===== src/rtl/uart_rx.sv =====
// uart_rx: 8N1 asynchronous serial receiver, LSB first.
// The rx pin is synchronised by two flops, then every FSM decision is taken
// from a short sample history of the synchronised line. A good frame loads
// data_out and pulses valid for one cycle. A low stop bit pulses frame_err
// once and the receiver then waits for the line to return high.
// Optional build macro: UART_RX_MAJORITY_EN selects 2-of-3 majority voting
// at each sample point. The default build takes a single sample.
module uart_rx #(
  parameter int CLKS_PER_BIT = 434
) (
  input  logic       clk,
  input  logic       nRst,
  input  logic       rx,
  output logic [7:0] data_out,
  output logic       valid,
  output logic       frame_err
);

  localparam int HALF = CLKS_PER_BIT / 2;
  localparam int CW   = $clog2(CLKS_PER_BIT);
  localparam logic [CW-1:0] HALF_T = CW'(HALF - 1);
  localparam logic [CW-1:0] FULL_T = CW'(CLKS_PER_BIT - 1);

  typedef enum logic [2:0] {
    IDLE      = 3'd0,
    START     = 3'd1,
    DATA      = 3'd2,
    STOP      = 3'd3,
    WAIT_HIGH = 3'd4
  } state_t;

  state_t        state, state_n;
  logic          sync_meta, rx_s;
  logic [2:0]    hist_q;
  logic [CW-1:0] cnt, cnt_n;
  logic [2:0]    bit_idx, bit_n;
  logic [7:0]    shift, shift_n;
  logic [7:0]    data_n;
  logic          valid_n, ferr_n;
  logic          line;
  logic          sample;

  // hist_q[0] is the line value the FSM acts on. hist_q[1] and hist_q[2]
  // hold the two previous cycles, which are the earlier majority votes.
  assign line = hist_q[0];

`ifdef UART_RX_MAJORITY_EN
  assign sample = (hist_q[0] & hist_q[1]) | (hist_q[0] & hist_q[2]) |
                  (hist_q[1] & hist_q[2]);
`else
  // The older history flops exist in both builds so that the register set
  // is the same. The single-sample decision does not use them.
  logic unused_hist;
  assign unused_hist = ^hist_q[2:1];
  assign sample      = hist_q[0];
`endif

  // Two-flop synchroniser followed by the sample history, all idle high.
  always_ff @(posedge clk or negedge nRst) begin
    if (!nRst) begin
      sync_meta <= 1'b1;
      rx_s      <= 1'b1;
      hist_q    <= 3'b111;
    end else begin
      sync_meta <= rx;
      rx_s      <= sync_meta;
      hist_q    <= {hist_q[1:0], rx_s};
    end
  end

  // State, counters, shift register and registered outputs.
  always_ff @(posedge clk or negedge nRst) begin
    if (!nRst) begin
      state     <= IDLE;
      cnt       <= '0;
      bit_idx   <= 3'd0;
      shift     <= 8'h00;
      data_out  <= 8'h00;
      valid     <= 1'b0;
      frame_err <= 1'b0;
    end else begin
      state     <= state_n;
      cnt       <= cnt_n;
      bit_idx   <= bit_n;
      shift     <= shift_n;
      data_out  <= data_n;
      valid     <= valid_n;
      frame_err <= ferr_n;
    end
  end

  // Next-state logic. Each timed state counts to its terminal value and
  // then acts on the sample. valid and frame_err come from mutually
  // exclusive branches of STOP, so they can never be high together.
  always_comb begin
    state_n = state;
    cnt_n   = cnt;
    bit_n   = bit_idx;
    shift_n = shift;
    data_n  = data_out;
    valid_n = 1'b0;
    ferr_n  = 1'b0;
    case (state)
      IDLE: begin
        cnt_n = '0;
        if (!line) state_n = START;
      end
      START: begin
        if (cnt == HALF_T) begin
          cnt_n = '0;
          if (sample) begin
            state_n = IDLE;
          end else begin
            state_n = DATA;
            bit_n   = 3'd0;
          end
        end else begin
          cnt_n = cnt + 1'b1;
        end
      end
      DATA: begin
        if (cnt == FULL_T) begin
          cnt_n   = '0;
          shift_n = {sample, shift[7:1]};
          if (bit_idx == 3'd7) state_n = STOP;
          else                 bit_n   = bit_idx + 3'd1;
        end else begin
          cnt_n = cnt + 1'b1;
        end
      end
      STOP: begin
        if (cnt == FULL_T) begin
          cnt_n = '0;
          if (sample) begin
            data_n  = shift;
            valid_n = 1'b1;
            state_n = IDLE;
          end else begin
            ferr_n  = 1'b1;
            state_n = WAIT_HIGH;
          end
        end else begin
          cnt_n = cnt + 1'b1;
        end
      end
      WAIT_HIGH: begin
        cnt_n = '0;
        if (line) state_n = IDLE;
      end
      default: begin
        state_n = IDLE;
        cnt_n   = '0;
      end
    endcase
  end

endmodule


===== config.mk =====
export PLATFORM = sky130hd
export DESIGN_NAME = uart_rx
export DESIGN_NICKNAME = d
export VERILOG_FILES = /design/src/rtl/uart_rx.sv
export SDC_FILE = /design/constraint.sdc
export NUM_CORES = 1
export LEC_CHECK = 0
export BUFFER_PORTS_ARGS = -buffer_cell sky130_fd_sc_hd__buf_2
export CORE_MARGIN = 5
export CORE_UTILIZATION = 40
export CTS_CLUSTER_DIAMETER = 120
export CTS_CLUSTER_SIZE = 8
export DETAILED_ROUTE_END_ITERATION = 8
export PLACE_DENSITY = 0.61
export RECOVER_POWER = 50
export SYNTH_ARGS = -nofsm -noshare
export SYNTH_HDL_FRONTEND = slang
export SYNTH_SLANG_ARGS = --single-unit

===== constraint.sdc =====
create_clock -name clk -period 1.97 [get_ports clk]
set_input_delay 0.0985 -clock clk [delete_from_list [all_inputs] [get_ports clk]]
set_output_delay 0.0985 -clock clk [all_outputs]
set_load 0.05 [all_outputs]

==> impl_metrics.json <==
{
  "seq_area_frac_synth_pct": 57.1,
  "r2r_cells": 7,
  "cp_cell_sequence": "inv_1 > ha_1 > and4b_2 > nand2_4 > nor3_4 > buf_12 > mux2_2",
  "clk_pin_slew_ps": 70,
  "cp_slowest_cell": "dfrtp_1",
  "fmax_mhz": 562,
  "viasPerCell": 5.11,
  "io_buffers": 12,
  "crit_path_start_kind": "flop",
  "start_util_pct": 42.3,
  "r2r_slack_ps": 190,
  "grt_usage_pct": 12.3,
  "hold_end": "rx_s",
  "relSlewSlack_pct": 42.2,
  "hold_violations": 0,
  "grt_first_pass_wirelength_mm": 4.95,
  "synth_nets": 133,
  "netlist_area_um2": 1590,
  "drc": 0,
  "min_path_type": "flop to flop",
  "ctsResizeCount": 0,
  "fp.dieH_um": 73.0,
  "cts_sinks": 36,
  "row_count": 22,
  "htree_levels": 2,
  "cts-buffers-inserted": 5,
  "antenna_found_initial": 0,
  "routed_wl_mm": 2.62,
  "worstReg2RegStart": "cnt[1]",
  "dp_hpwl_mm": 1.88,
  "drt-wirelength-per-cell_um": 13.4,
  "fillers": 366,
  "maxCapViolations": 0,
  "synthCells": 125,
  "finalSetupViolations": 0,
  "holdPathStages": 0,
  "crit_start": "cnt[1]",
  "drive_above_1_share_pct": 26.4,
  "fin_crit_ps": 1780,
  "fp.dieArea_um2": 5320,
  "crit_path_end_kind": "flop",
  "nets": 155,
  "grt_max_degree": 37,
  "die_width_um": 73.0,
  "drt_iter0_markers": 71,
  "cp.required_ps": 2130,
  "cp_max_fo": 8,
  "core_um2": 3740,
  "rsz0062_at_grt": "false",
  "report.final.slew_viol_count": 0,
  "synth.avg_cell_area_um2": 12.7,
  "status": "completed",
  "ys_types": 35,
  "pin_count": 13,
  "cts_tree": "done",
  "critical_path_class": "flop to flop",
  "area_delta_synth_final_pct": 17.4,
  "gp_congestion": 0.782,
  "dr.pass1.iters": 4,
  "antennaDiodeCount": 0,
  "power_mw": 1.38,
  "antenna_left": 0,
  "worst_slew_pin_slew_ps": 867,
  "arrival_ps": 1940,
  "hold_start": "sync_meta",
  "fin_worst_skew_ps": 10.4,
  "peakVddDrop_mv": 0.404,
  "utilization_pct": 49.7,
  "power_density_nw_per_um2": 743,
  "clock_path_buffers": 2,
  "period_share_pct": 90.4,
  "fin_setup_tns_ps": 0,
  "r2r_end": "data_out[5]",
  "synth-seq-cells": 36,
  "grt_overflow": 0,
  "layout.area.seq_um2": 905,
  "first_global_vias": 1031,
  "via_count": 1001,
  "multi_input_comb_area_um2": 652,
  "clk_latency_ps": 280,
  "cts-root-buf": "clkbuf_8",
  "cellLeakagePower_nw": 0.912,
  "slowest_delay_ps": 370,
  "yosysWarningCount": 0
}
-- sequential cells by signal, summed over array words and instances (netlist names) --
name,count
frame_err,1
valid,1
cnt,9
data_out,8
shift,8
bit_idx,3
rx_s,1
hist_q,1
state,3
sync_meta,1
-- logic make-up (layout without fill, tap and decap cells) --
| family | count (synthesis) | in the layout | share of synthesized area (%) |
|---|---|---|---|
| AOI/OAI and AO/OA | 11 | 11 | 4.89 |
| DFF | 36 | 36 | 57.1 |
| muxes | 17 | 17 | 12.1 |
| adders and majority gates | 5 | 5 | 3.95 |
| buffers and inverters | 7 | 30 | 1.81 |
| xor gates and xnor gates | 7 | 7 | 3.87 |
| and+or+nand+nor | 42 | 42 | 16.3 |
-- per-stage QoR --
stage	setup WS, ps	hold WS (ps)	area [um^2]	instances
floorplan	192	-197	1590	125
global placement	228	204	1750	186
detailed placement	175	205	1750	186
CTS	175	356	1870	196
global route	78.2	357	1860	196
finish	190	355	1860	196
-- metal layers --
metal	share of wire (%)	GRT usage [%]	up-vias
met5	0	0	-
met4	2.0	5.53	0
met3	3.3	4.13	6
met2	50	19.1	14
met1	44	15.5	497
li1	-	-	484
-- synthesized netlist by cell type --
master / number / area [um^2]
and4_1: 2 / 17.5
and3_1: 1 / 6.26
clkbuf_1: 1 / 3.75
a21oi_1: 2 / 10.0
nor3_1: 1 / 5.00
a31oi_1: 1 / 6.26
and4b_1: 1 / 10.0
nand2_4: 1 / 11.3
nor2_1: 13 / 48.8
nor4bb_1: 1 / 10.0
buf_2: 2 / 10.0
nand2b_1: 1 / 6.26
inv_1: 4 / 15.0
xnor2_1: 1 / 8.76
a21boi_2: 1 / 11.3
nand2_1: 6 / 22.5
a22o_1: 2 / 17.5
dfrtp_1: 33 / 826
o21ai_0: 1 / 5.00
and4b_2: 1 / 11.3
nand4_1: 3 / 18.8
mux2_2: 17 / 191
or3_1: 1 / 6.26
xor2_1: 6 / 52.6
a211oi_1: 1 / 7.51
nor3_4: 2 / 32.5
nor3b_1: 1 / 7.51
o22ai_1: 1 / 6.26
nor2b_1: 2 / 12.5
nand3_1: 4 / 20.0
a211o_1: 1 / 8.76
o21ai_1: 1 / 5.00
ha_1: 5 / 62.6
and4bb_2: 1 / 12.5
dfstp_2: 3 / 78.8
-- critical path, delay by kind of cell, from the launching register on --
family	cells	cell delay, ps
DFF	1	370
buffers and inverters	2	230
adders and majority gates	1	130
and+or+nand+nor	3	610
muxes	1	330
-- final cells by class --
type / count / share of cell area, %
clock buffers: 6 / 3.90
clock inverters: 2 / 1.88
inverters: 4 / 0.806
multi-input cells: 82 / 35.0
flip-flops and latches: 36 / 48.6
well taps: 48 / 3.23
repair buffers: 18 / 6.59
-- timing repair --
item / CTS / global route
hold endpoints to repair: 34 / 0
setup buffers: 0 / 0
hold buffers: 2 / 0
-- how the worst max path moves through the flow --
| stage | endpoint | cells after the start |
|---|---|---|
| 3_3_place_gp | data_out[7] | 7 |
| 5_1_grt | data_out[7] | 7 |
| 4_1_cts | data_out[4] | 7 |
| 2_1_floorplan | data_out[0] | 6 |
| 3_5_place_dp | data_out[4] | 7 |
| 6_report | data_out[5] | 7 |
-- cell usage in the layout (no fill, tap or decap), drive strengths merged, types with 2 or more instances in the layout --
cell	count
and4b	2
nor2b	2
mux2	17
a21oi	2
buf	5
clkbuf	17
dlygate4sd3	2
xor2	6
nand3	4
nand4	3
o21ai	2
nor3	3
and4	2
dfstp	3
inv	4
nand2	7
ha	5
a22o	2
nor2	13
dfrtp	33
-- where the power goes --
part	switching [mW]	internal [mW]	leakage, nW	total [mW]
registers	0.00281	0.745	0.478	0.748
clock network	0.239	0.375	0.0552	0.615
logic	0.0156	0.00493	0.379	0.0205
total	0.258	1.12	0.912	1.38
(Power assumes the default switching activity.)
